$ cat config.mk
export PLATFORM = sky130hd
export DESIGN_NAME = if_fetch_unit
export DESIGN_NICKNAME = d
export VERILOG_FILES = /design/src/rtl/if_fetch_unit.sv
export SDC_FILE = /design/constraint.sdc
export NUM_CORES = 1
export LEC_CHECK = 0
export CAP_MARGIN = 30
export CORE_MARGIN = 1
export CORE_UTILIZATION = 45
export CTS_BUF_LIST = sky130_fd_sc_hd__clkbuf_8
export DETAILED_ROUTE_END_ITERATION = 6
export PLACE_DENSITY = 0.69
export SLEW_MARGIN = 20
export SYNTH_ARGS = -nofsm -noshare
export SYNTH_HDL_FRONTEND = slang
export SYNTH_SLANG_ARGS = --single-unit
$ cat constraint.sdc
create_clock -name clk -period 17.64 [get_ports clk]
set_input_delay 3.528 -clock clk [delete_from_list [all_inputs] [get_ports clk]]
set_output_delay 3.528 -clock clk [all_outputs]
set_load 0.005 [all_outputs]
$ cat src/rtl/if_fetch_unit.sv
// if_fetch_unit
// Instruction-fetch front end. Owns the fetch PC, issues word requests on the
// instruction bus, tags every granted request with its PC, and buffers the
// returned words in a 2-entry in-order queue whose head feeds IF/ID.
// A redirect squashes the queue immediately; responses still in flight for
// the old stream are counted and silently dropped when they arrive.

module if_fetch_unit #(
  parameter logic [31:0] RESET_PC = 32'h0000_0000
) (
  input  logic        clk,
  input  logic        rst,
  input  logic        stall_i,
  input  logic        redirect_i,
  input  logic [31:0] redirect_pc_i,
  output logic        ibus_req_o,
  output logic [31:0] ibus_addr_o,
  input  logic        ibus_gnt_i,
  input  logic        ibus_rvalid_i,
  input  logic [31:0] ibus_rdata_i,
  output logic        inst_valid_o,
  output logic [31:0] inst_o,
  output logic [31:0] inst_pc_o
);

  // ---------------------------------------------------------------------------
  // State
  // ---------------------------------------------------------------------------
  logic [31:0] pc_q, pc_d;

  // instruction queue
  logic [31:0] q_pc_q   [2];
  logic [31:0] q_pc_d   [2];
  logic [31:0] q_inst_q [2];
  logic [31:0] q_inst_d [2];
  logic        q_rd_q, q_rd_d;
  logic        q_wr_q, q_wr_d;
  logic [1:0]  cnt_q, cnt_d;

  // in-flight request tracking; the tag FIFO depth equals out_q
  logic [31:0] tag_pc_q [2];
  logic [31:0] tag_pc_d [2];
  logic        tag_rd_q, tag_rd_d;
  logic        tag_wr_q, tag_wr_d;
  logic [1:0]  out_q, out_d;
  logic [1:0]  disc_q, disc_d;

  // ---------------------------------------------------------------------------
  // Handshake decode
  // ---------------------------------------------------------------------------
  logic [2:0]  credit_used;
  logic        req;
  logic        gnt_acc;
  logic        rsp_acc;
  logic        rsp_drop;
  logic        push;
  logic        pop;
  logic [31:0] redirect_pc_aligned;

  // Low address bits of a redirect target are meaningless for word fetch.
  assign redirect_pc_aligned = redirect_pc_i & ~32'h0000_0003;

  // Credit counts only registered occupancy, so a pop in this cycle never
  // opens a slot for a request in the same cycle.
  assign credit_used = {1'b0, cnt_q} + {1'b0, out_q};

  // Request is combinational on registered credit; suppressed during reset
  // and during a redirect so the old PC is never requested in that cycle.
  always_comb begin
    req = 1'b0;
    if (!rst && !redirect_i && (credit_used < 3'd2)) begin
      req = 1'b1;
    end
  end

  assign gnt_acc = req && ibus_gnt_i;

  // A response with nothing outstanding is a bus protocol error; ignoring it
  // keeps the counters from wrapping.
  assign rsp_acc  = ibus_rvalid_i && (out_q != 2'd0);
  assign rsp_drop = rsp_acc && (disc_q != 2'd0);

  assign inst_valid_o = (cnt_q != 2'd0);

  // Redirect owns the cycle: nothing enters or leaves the queue.
  assign push = rsp_acc && !rsp_drop && !redirect_i;
  assign pop  = inst_valid_o && !stall_i && !redirect_i;

  // ---------------------------------------------------------------------------
  // Outputs
  // ---------------------------------------------------------------------------
  assign ibus_req_o  = req;
  assign ibus_addr_o = pc_q;
  assign inst_o      = q_inst_q[q_rd_q];
  assign inst_pc_o   = q_pc_q[q_rd_q];

  // ---------------------------------------------------------------------------
  // Next-state logic
  // ---------------------------------------------------------------------------

  // Fetch PC: redirect target wins, otherwise advance by one word per grant.
  always_comb begin
    pc_d = pc_q;
    if (redirect_i) begin
      pc_d = redirect_pc_aligned;
    end else if (gnt_acc) begin
      pc_d = pc_q + 32'd4;
    end
  end

  // Outstanding count and tag FIFO move with every grant and response.
  always_comb begin
    out_d    = out_q + {1'b0, gnt_acc} - {1'b0, rsp_acc};
    tag_pc_d = tag_pc_q;
    tag_wr_d = tag_wr_q;
    tag_rd_d = tag_rd_q;
    if (gnt_acc) begin
      tag_pc_d[tag_wr_q] = pc_q;
      tag_wr_d           = ~tag_wr_q;
    end
    if (rsp_acc) begin
      tag_rd_d = ~tag_rd_q;
    end
  end

  // Discard count: on redirect every request still in flight after this
  // cycle belongs to the squashed stream; otherwise it drains one per drop.
  always_comb begin
    disc_d = disc_q;
    if (redirect_i) begin
      disc_d = out_q + {1'b0, gnt_acc} - {1'b0, rsp_acc};
    end else if (rsp_drop) begin
      disc_d = disc_q - 2'd1;
    end
  end

  // Instruction queue: push at the write pointer with the request's tag PC,
  // pop at the read pointer; redirect empties it and realigns the pointers.
  always_comb begin
    q_pc_d   = q_pc_q;
    q_inst_d = q_inst_q;
    q_wr_d   = q_wr_q;
    q_rd_d   = q_rd_q;
    cnt_d    = cnt_q;
    if (redirect_i) begin
      q_wr_d = 1'b0;
      q_rd_d = 1'b0;
      cnt_d  = 2'd0;
    end else begin
      if (push) begin
        q_pc_d[q_wr_q]   = tag_pc_q[tag_rd_q];
        q_inst_d[q_wr_q] = ibus_rdata_i;
        q_wr_d           = ~q_wr_q;
      end
      if (pop) begin
        q_rd_d = ~q_rd_q;
      end
      cnt_d = cnt_q + {1'b0, push} - {1'b0, pop};
    end
  end

  // ---------------------------------------------------------------------------
  // Registers
  // ---------------------------------------------------------------------------

  // Fetch PC register.
  always_ff @(posedge clk or posedge rst) begin
    if (rst) begin
      pc_q <= RESET_PC;
    end else begin
      pc_q <= pc_d;
    end
  end

  // In-flight tracking registers.
  always_ff @(posedge clk or posedge rst) begin
    if (rst) begin
      out_q    <= 2'd0;
      disc_q   <= 2'd0;
      tag_rd_q <= 1'b0;
      tag_wr_q <= 1'b0;
      for (int i = 0; i < 2; i++) begin
        tag_pc_q[i] <= 32'd0;
      end
    end else begin
      out_q    <= out_d;
      disc_q   <= disc_d;
      tag_rd_q <= tag_rd_d;
      tag_wr_q <= tag_wr_d;
      tag_pc_q <= tag_pc_d;
    end
  end

  // Instruction queue registers; contents reset so the head outputs are 0.
  always_ff @(posedge clk or posedge rst) begin
    if (rst) begin
      cnt_q  <= 2'd0;
      q_rd_q <= 1'b0;
      q_wr_q <= 1'b0;
      for (int i = 0; i < 2; i++) begin
        q_pc_q[i]   <= 32'd0;
        q_inst_q[i] <= 32'd0;
      end
    end else begin
      cnt_q    <= cnt_d;
      q_rd_q   <= q_rd_d;
      q_wr_q   <= q_wr_d;
      q_pc_q   <= q_pc_d;
      q_inst_q <= q_inst_d;
    end
  end

endmodule

==> impl_metrics.csv, run 1 <==
group,metric,value,unit
placed_design,place.gp.congestion,0.8107,
sta,clock_skew,0.02622,ns
cts,numCtsBuffers,39,
die,die-area,23520,µm²
setup_path,cp.required,14.11,ns
final_layout,syn2layout_area_growth,25.05,%
placed_design,placed_cell_area,12120,µm²
final_layout,seq_area,5608,µm²
synthesis,synth-seq-cells,224,
final_layout,fin_util,57.12,%
cts,cts_setup_buffers,0,
pwr,ir_drop,0.00008301,V
pwr,p_leak,5.841,nW
setup_path,endpoint_kind,"output port",
synthesis,synth-edff-count,0,
min_path,hold_start,"q_pc_q[28]",
final_layout,nets,1071,
flow_run,maxCapViolCount,0,
cts,htreeDepth,2,
synthesis,ys_types,46,
synthesis,syn_inst,833,
setup_path,worstReg2RegStart,"cnt_q[0]",
min_path,hold_depth,2,
setup_path,crit_path_frequent_cell,"clkdlybuf4s50_1",
cts,postCtsHoldBufs,0,
synthesis,synth_top_area_share,54.36,%
grt,grt_pass1_vias,7232,
run_status,outcome,"finished clean",
synthesis,synth_top_flop_cell,"dfrtp_1",
synthesis,syn_area_per_cell,12.38,µm²
pwr,cellPowerDensity,158.8,nW/µm²
grt,grt_util_all_layers,20.19,%
drt,ant_nets,0,
die,die_w,153.4,µm
die,start_util,45.68,%
placed_design,io_buffer_count,161,
sta,final_max_slew_viol_count,0,
synthesis,synth_area,10310,µm²
synthesis,yosysSeqAreaShare,54.36,%
setup_path,crit_buf_inv,2,
min_path,min_to,"q_pc_q[28]",
setup_path,r2r_end,"disc_q[1]",
drt,finalWirelength,22.89,mm
die,coreArea,22570,µm²
synthesis,async_flop_share,100.0,%
drt,wl_per_cell,17.62,µm
final_layout,nFillCells,1894,
cts,clock_latency,0.53,ns
cts,clk_path_buf_depth,3,
sta,finalSetupViolations,0,
cts,clock-sinks,224,
setup_path,slowest_delay,0.57,ns
sta,final_hold_viol_count,0,
drt,via_per_inst,5.348,
cts,clk_pin_slew_worst_paths,0.05,ns
setup_path,crit_type,"in2out",
placed_design,dp_hpwl,14.54,mm
min_path,hold_path_class,"reg2reg",
sta,relSlewSlack,35.57,%
final_layout,drive_gt1_share,25.57,%
sta,worstMarginPinSlew,0.9664,ns
cts,tritoncts,"built",
drt,dr_total_vias,6947,
drt,dr.pass1.iters,4,
drt,drt_iter0_markers,335,
synthesis,synth_area_leader_cell,"dfrtp_1",
sta,fin_crit_sh,48.70,%
grt,grt_max_degree,143,
setup_path,worstPathArrival,5.06,ns
setup_path,crit_family,"buffers and inverters",
grt,antenna_found_initial,2,
sta,max_freq,116.4,MHz
sta,period_minus_slack,8.591,ns
cts,cts-root-buf,"clkbuf_8",
synthesis,yosys-top-cells-area,"dfrtp_1 54%, mux2_2 14%, mux2_4 7.1%, mux2i_1 3.2%, nand2_1 2.9%",
cts,ctsResizeCount,0,
final_layout,multi_input_area,4363,µm²
final_layout,design_area,12890,µm²
setup_path,start_kind,"input pin",
setup_path,path_cells,"clkdlybuf4s50_1, nor4_4, clkdlybuf4s50_1",
setup_path,ff2ff_path_depth,13,
synthesis,yosysWarnings,0,
drt,drc,0,
die,die_h,153.4,µm
setup_path,reg2reg_slack,14.40,ns
die,rows,55,
grt,grt_overflow,0,
die,ioPinCount,168,
setup_path,crit_fanout,3,
setup_path,crit_slowest_cell,"clkdlybuf4s50_1",
sta,rsz0062_at_grt,"no",
sta,tns,0,ns
grt,grt_pass1_wl,37.91,mm
[metrics by stage]
step / cells / total power, mW / hold WS [ns] / setup WS, ns
2_1_floorplan: 836 / 1.295 / 0.4444 / 7.978
4_1_cts: 1296 / 2.070 / 0.4772 / 9.015
3_3_place_gp: 1233 / 1.582 / 0.4557 / 9.006
5_1_grt: 1298 / 2.186 / 0.5076 / 8.993
3_5_place_dp: 1236 / 1.614 / 0.4655 / 9.015
6_report: 1299 / 2.048 / 0.4700 / 9.049
[tightest hold or removal path, cell delays in order (launching register included)]
cell and delay (ns):
dfrtp_1 0.33, nand2_1 0.04, o21ai_0 0.05
[cells in the mapped netlist (3+ instances only)]
master,instances
nor2_1,45
o211ai_1,16
mux2_4,49
dfrtp_1,224
buf_2,14
and2_1,5
buf_1,6
o21ai_0,55
mux2i_1,33
buf_4,5
nand3_1,13
buf_6,9
clkbuf_1,21
xor2_1,3
and3_1,4
o311ai_1,13
mux2_2,132
nand2_1,80
inv_1,12
a21oi_1,35
nand4_1,11
ha_1,6
xnor2_1,5
a31oi_1,4
[final cells by class]
cell class / count / share of cell area, %
timing repair buffer: 173 / 13.88
multi-input combinational: 543 / 33.84
antenna: 1 / 0.01941
clock inverter: 11 / 0.3396
tap: 285 / 2.766
inverter: 13 / 0.4367
clock buffer: 49 / 5.230
sequential: 224 / 43.49
[power breakdown]
part           total, mW  internal, mW  switching [mW]
Clock              0.445         0.246           0.199
Combinational      0.738         0.468           0.269
Sequential         0.865         0.732           0.133
Total               2.05          1.45           0.602
[metal layers]
layer  share of wire, %  vias up  track usage (%)
met4                1.8        2            7.143
met2                 47      184            32.92
met1                 46     3442            26.91
met3                5.6       37            3.913
met5              0.052        -                0
li1                   -     3282                -
[layout by cell type (no fill, tap or decap), drive strengths merged, types with 3 or more instances in the layout]
master         Yosys  routed
ha                 6       6
and3               4       4
clkbuf            22      49
nor3               3       3
xnor2              5       5
a21oi             35      35
o21ai             57      57
conb               1       4
buf               34      13
clkdlybuf4s50      0     160
mux2i             33      33
a31oi              4       4
o311ai            13      13
o211ai            16      16
nand3             15      15
nor2              47      47
xor2               3       3
dfrtp            224     224
mux2             181     181
and2               5       5
inv               13      22
nand4             11      11
nand2             81      81
[registers in the layout, indices dropped and copies added, names as in the netlist]
register     cells
q_inst_q        64
q_pc_q          60
tag_pc_q        60
ibus_addr_o     30
cnt_q            2
disc_q           2
out_q            2
q_rd_q           1
q_wr_q           1
tag_rd_q         1
tag_wr_q         1
[how the worst max path moves through the flow]
stage / start / endpoint / slack [ns] / cells past startpoint
6_report: rst / ibus_req_o / 9.05 / 3
5_1_grt: rst / ibus_req_o / 8.99 / 3
4_1_cts: rst / ibus_req_o / 9.01 / 3
3_5_place_dp: rst / ibus_req_o / 9.02 / 3
3_3_place_gp: rst / ibus_req_o / 9.01 / 3
2_1_floorplan: rst / cnt_q[0] / 7.98 / 1
[cell families after synthesis]
group | count (synthesis) | synth area share (%)
other cells | 1 | 0.03637
mux | 214 | 24.75
simple gates | 178 | 8.118
buf+inv | 69 | 3.531
xor+xnor | 8 | 0.6796
flops | 224 | 54.36
fa+ha+maj | 7 | 0.9222
compound gates | 132 | 7.596
Power figures use the tool's default switching activity.
==> inputs of run 2 (changes only) <==
--- a/config.mk
+++ b/config.mk
@@ -10,7 +10,7 @@
 export CORE_UTILIZATION = 45
 export CTS_BUF_LIST = sky130_fd_sc_hd__clkbuf_8
 export DETAILED_ROUTE_END_ITERATION = 6
-export PLACE_DENSITY = 0.69
+export PLACE_DENSITY = 0.72
 export SLEW_MARGIN = 20
 export SYNTH_ARGS = -nofsm -noshare
 export SYNTH_HDL_FRONTEND = slang
==> constraint.sdc (replaced) <==
create_clock -name clk -period 7.8 [get_ports clk]
set_input_delay 1.56 -clock clk [delete_from_list [all_inputs] [get_ports clk]]
set_output_delay 1.56 -clock clk [all_outputs]
set_load 0.005 [all_outputs]
==> impl_metrics.csv, run 2 (synthesis results as in run 1) <==
group,metric,value,unit
run_status,outcome,"finished clean",
die,ioPinCount,168,
grt,grt_util_all_layers,20.27,%
final_layout,final_common_cell,"dfrtp_1",
placed_design,io_buffer_count,161,
drt,finalWirelength,22.99,mm
cts,clock-sinks,224,
setup_path,crit_type,"in2out",
cts,clk_pin_slew_worst_paths,0.06,ns
pwr,switchingPower,1.377,mW
pwr,cellPowerDensity,358.6,nW/µm²
placed_design,place.gp.congestion,0.7968,
die,die_h,153.4,µm
cts,cts-root-buf,"clkbuf_8",
drt,drc,0,
cts,htreeDepth,2,
grt,grt_pass1_vias,7235,
final_layout,final_cell_mix,"222 x dfrtp_1, 160 x clkdlybuf4s50_1, 132 x mux2_2",
pwr,power.share.sequential,42.3,%
drt,drt_iter0_markers,318,
pwr,switching_share,29.78,%
final_layout,regMostFlops,"q_inst_q",
sta,fin_crit_sh,59.94,%
cts,numCtsBuffers,40,
setup_path,worstPathArrival,3.12,ns
pwr,internal_power,3.248,mW
flow_run,maxCapViolCount,0,
cts,postCtsHoldBufs,0,
drt,wl_met2,10.68,mm
drt,wl_met3,1.232,mm
pwr,p_clk_share,21.7,%
final_layout,largestRegisters,"q_inst_q (64), q_pc_q (60), tag_pc_q (60)",
setup_path,crit_fanout,3,
min_path,hold_path_class,"reg2reg",
drt,top_layer,"met4",
sta,finalSetupViolations,0,
cts,tritoncts,"built",
grt,grt_pass1_wl,38.23,mm
grt,grt_max_degree,103,
sta,fin_hold_ws,0.4715,ns
setup_path,start_kind,"input pin",
placed_design,dp_hpwl,14.50,mm
cts,ctsResizeCount,0,
sta,clock_skew,0.01182,ns
die,rows,55,
cts,cts_setup_buffers,0,
cts,clock_latency,0.53,ns
pwr,p_leak,5.860,nW
die,die-area,23520,µm²
drt,wirelength_met1,10.63,mm
sta,rsz0062_at_grt,"no",
sta,tns,0,ns
sta,period_minus_slack,4.675,ns
sta,final_max_slew_viol_count,0,
sta,worstMarginPinSlew,0.9329,ns
setup_path,endpoint_kind,"output port",
final_layout,syn2layout_area_growth,25.09,%
drt,dr_total_vias,7003,
sta,max_freq,213.9,MHz
drt,via_per_inst,5.362,
sta,relSlewSlack,37.80,%
final_layout,drive_gt1_share,25.66,%
die,die_w,153.4,µm
final_layout,largest_reg_flops,64,
grt,grt_overflow,0,
drt,dr.pass1.iters,5,
drt,ant_nets,0,
pwr,ir_drop,0.0001957,V
setup_path,reg2reg_slack,4.51,ns
cts,clk_path_buf_depth,3,
grt,antenna_found_initial,1,
pwr,p_comb_share,36.0,%
die,coreArea,22570,µm²
drt,wl_per_cell,17.60,µm
final_layout,diodes,0,
final_layout,nets,1073,
setup_path,cp.required,6.24,ns
die,start_util,45.68,%
sta,final_hold_viol_count,0,
-- run 2: cell types whose count changed in the layout (fill, tap and decap cells not counted), sizes merged --
cell | before | now
buf | 13 | 14
clkbuf | 49 | 46
clkinv | 2 | 5
clkinvlp | 0 | 2
diode | 1 | 0
inv | 22 | 27
-- run 2: critical path: stages --
cell,delay [ns]
clkdlybuf4s50_1,0.55
nor4_4,0.43
clkdlybuf4s50_1,0.57
-- run 2: power groups by stage --
stage          Combinational (mW)  Sequential [mW]  Clock, mW
6_report                     1.67             1.96       1.00
5_1_grt                      1.83             2.02       1.09
3_5_place_dp                 1.68             1.97          0
3_3_place_gp                 1.60             1.97          0
2_1_floorplan                1.06             1.87          0
4_1_cts                      1.69             1.96       1.03
-- run 2: layout make-up --
| type | instances | area (µm²) |
|---|---|---|
| clock inverters | 21 | 92.59 |
| well taps | 285 | 356.6 |
| multi-input cells | 543 | 4363 |
| inverters | 13 | 56.30 |
| repair buffers | 174 | 1789 |
| clock buffers | 46 | 633.1 |
| flip-flops and latches | 224 | 5608 |
| fillers | 1910 | 9673 |
-- run 2: routing by layer --
| metal | GRT usage [%] | vias up |
|---|---|---|
| met5 | 0 | - |
| met4 | 6.476 | 0 |
| met3 | 4.225 | 40 |
| met2 | 32.68 | 194 |
| met1 | 27.43 | 3489 |
| li1 | - | 3280 |
-- run 2: final timing paths --
| kind | depth (start not counted) | end | from |
|---|---|---|---|
| setup reg to reg | 13 | disc_q[1] | cnt_q[0] |
| min in group asynchronous | 2 | ibus_addr_o[2] | rst |
| max in group asynchronous | 5 | tag_pc_q[51] | rst |
| setup / recovery | 3 | ibus_req_o | rst |
| hold reg to reg | 2 | q_pc_q[7] | q_pc_q[7] |
| hold / removal | 2 | q_pc_q[7] | q_pc_q[7] |
-- run 2: per-stage QoR --
step | total power [mW] | area, µm² | util [%] | cells | setup slack, ns
after floorplan | 2.930 | 10320 | - | 836 | 0.1055
after global placement | 3.576 | 12050 | 53.39 | 1234 | 3.060
after detailed placement | 3.653 | 12150 | 53.81 | 1238 | 3.113
after CTS | 4.682 | 12870 | 57.02 | 1305 | 3.094
after global routing | 4.942 | 12900 | 57.15 | 1306 | 3.044
final | 4.626 | 12900 | 57.15 | 1306 | 3.125
==> inputs of run 3 (changes only) <==
--- a/config.mk
+++ b/config.mk
@@ -10,7 +10,7 @@
 export CORE_UTILIZATION = 45
 export CTS_BUF_LIST = sky130_fd_sc_hd__clkbuf_8
 export DETAILED_ROUTE_END_ITERATION = 6
-export PLACE_DENSITY = 0.72
+export PLACE_DENSITY = 0.69
 export SLEW_MARGIN = 20
 export SYNTH_ARGS = -nofsm -noshare
 export SYNTH_HDL_FRONTEND = slang
==> constraint.sdc (replaced) <==
create_clock -name clk -period 4.8 [get_ports clk]
set_input_delay 0.96 -clock clk [delete_from_list [all_inputs] [get_ports clk]]
set_output_delay 0.96 -clock clk [all_outputs]
set_load 0.005 [all_outputs]
==> impl_metrics.csv, run 3 (synthesis results as in run 1) <==
group,metric,value,unit
min_path,hold_path_class,"reg2reg",
sta,period_minus_slack,3.456,ns
setup_path,worstPathArrival,2.50,ns
final_layout,final_common_cell,"dfrtp_1",
final_layout,nets,1071,
final_layout,syn2layout_area_growth,24.55,%
final_layout,largestRegisters,"q_inst_q (64), q_pc_q (60), tag_pc_q (60)",
drt,ant_nets,0,
sta,final_hold_viol_count,0,
setup_path,crit_path_start,"q_rd_q",
grt,grt_use_met2,32.75,%
grt,gr-usage-met3,3.714,%
pwr,p_leak,5.816,nW
sta,max_freq,289.3,MHz
sta,clock_skew,0.01915,ns
setup_path,endpoint,"inst_pc_o[2]",
cts,clock-sinks,224,
grt,antenna_found_initial,0,
grt,grt_pass1_vias,7381,
cts,postCtsHoldBufs,0,
placed_design,io_buffer_count,161,
final_layout,final_cell_mix,"222 x dfrtp_1, 160 x clkdlybuf4s50_1, 132 x mux2_2",
placed_design,place_inst,1239,
grt,grt_max_degree,108,
die,die_w,153.4,µm
final_layout,final_cells,1300,
setup_path,endpoint_kind,"output port",
setup_path,reg2reg_slack,1.87,ns
final_layout,diodes,0,
drt,drc,0,
pwr,power.share.sequential,42.7,%
sta,worstMarginPinSlew,0.8522,ns
drt,drt_iter0_markers,286,
setup_path,start_kind,"flop",
grt,grt_pass1_wl,38.01,mm
drt,dr.pass1.iters,4,
flow_run,maxCapViolCount,0,
grt,top_usage_layer,"met2",
placed_design,dp_hpwl,14.69,mm
drt,via_per_inst,5.381,
cts,cts-root-buf,"clkbuf_8",
sta,finalSetupViolations,0,
sta,rsz0062_at_grt,"no",
cts,clock_latency,0.52,ns
drt,wl_per_cell,17.59,µm
cts,numCtsBuffers,38,
die,ioPinCount,168,
final_layout,largest_reg_flops,64,
pwr,p_clk_share,21.4,%
pwr,ir_drop,0.0003471,V
sta,fin_ws,1.344,ns
cts,ctsResizeCount,0,
setup_path,crit_type,"reg2out",
sta,tns,0,ns
setup_path,r2r_end,"disc_q[1]",
sta,final_max_slew_viol_count,0,
pwr,cellPowerDensity,582.3,nW/µm²
die,rows,55,
placed_design,pre_cts_ws,1.457,ns
cts,tritoncts,"built",
grt,grt_util_all_layers,20.08,%
final_layout,fin_util,56.90,%
final_layout,drive_gt1_share,25.52,%
run_status,outcome,"finished clean",
cts,clk_path_buf_depth,3,
final_layout,regMostFlops,"q_inst_q",
cts,clk_pin_slew_worst_paths,0.06,ns
pwr,p_comb_share,36.0,%
sta,relSlewSlack,43.18,%
sta,fin_hold_ws,0.4722,ns
grt,grt_overflow,0,
sta,fin_crit_sh,72.01,%
setup_path,crit_fanout,42,
die,coreArea,22570,µm²
cts,cts_setup_buffers,0,
setup_path,ff2ff_path_depth,12,
drt,dr_total_vias,6995,
drt,finalWirelength,22.87,mm
die,die-area,23520,µm²
die,start_util,45.68,%
placed_design,place.gp.congestion,0.8054,
pwr,internal_power,5.272,mW
setup_path,cp.required,3.84,ns
pwr,switchingPower,2.205,mW
cts,htreeDepth,2,
pwr,switching_share,29.49,%
grt,grt_use_met1,26.71,%
setup_path,worstReg2RegStart,"cnt_q[0]",
die,die_h,153.4,µm
-- run 3: cell count changes in the layout (fill, tap and decap cells not counted) --
cell / change
buf_12: +3
buf_16: -3
bufinv_16: +1
clkbuf_8: -3
inv_1: -3
inv_8: -1
-- run 3: worst min path at each step --
stage	from	end	depth (start not counted)	slack, ns
2_1_floorplan	q_pc_q[10]	q_pc_q[10]	2	0.44
3_3_place_gp	q_pc_q[3]	q_pc_q[3]	2	0.46
3_5_place_dp	q_pc_q[5]	q_pc_q[5]	2	0.47
4_1_cts	q_pc_q[14]	q_pc_q[14]	2	0.48
5_1_grt	q_pc_q[3]	q_pc_q[3]	2	0.50
6_report	q_pc_q[5]	q_pc_q[5]	2	0.47
-- run 3: power by group through the flow --
stage / logic (mW) / registers, mW / clock network (mW)
2_1_floorplan: 1.73 / 3.03 / 0
5_1_grt: 2.95 / 3.30 / 1.73
3_3_place_gp: 2.61 / 3.22 / 0
3_5_place_dp: 2.72 / 3.22 / 0
6_report: 2.69 / 3.19 / 1.60
4_1_cts: 2.74 / 3.19 / 1.64
-- run 3: layout make-up --
type                            instances  area (µm²)
Clock inverter                         18       103.9
Fill cell                            1888        9729
Clock buffer                           43       591.8
Multi-Input combinational cell        543        4363
Timing Repair Buffer                  174        1767
Inverter                               13       52.55
Sequential cell                       224        5608
Tap cell                              285       356.6
-- run 3: layer usage --
| metal | vias to the layer above | routed length [µm] |
|---|---|---|
| li1 | 3281 | - |
| met1 | 3494 | 10380 |
| met2 | 178 | 10860 |
| met3 | 42 | 1177 |
| met4 | 0 | 454 |
| met5 | - | 0 |
-- run 3: per-stage QoR --
stage	power, mW	area, µm²
2_1_floorplan	4.761	10330
3_3_place_gp	5.831	12130
5_1_grt	7.974	12840
3_5_place_dp	5.940	12150
4_1_cts	7.572	12840
6_report	7.478	12840
-- run 3: critical path, stage by stage (launching register included) --
cell             delay, ns
dfrtp_2               0.77
buf_12                0.33
mux2_2                0.37
clkdlybuf4s50_1       0.48
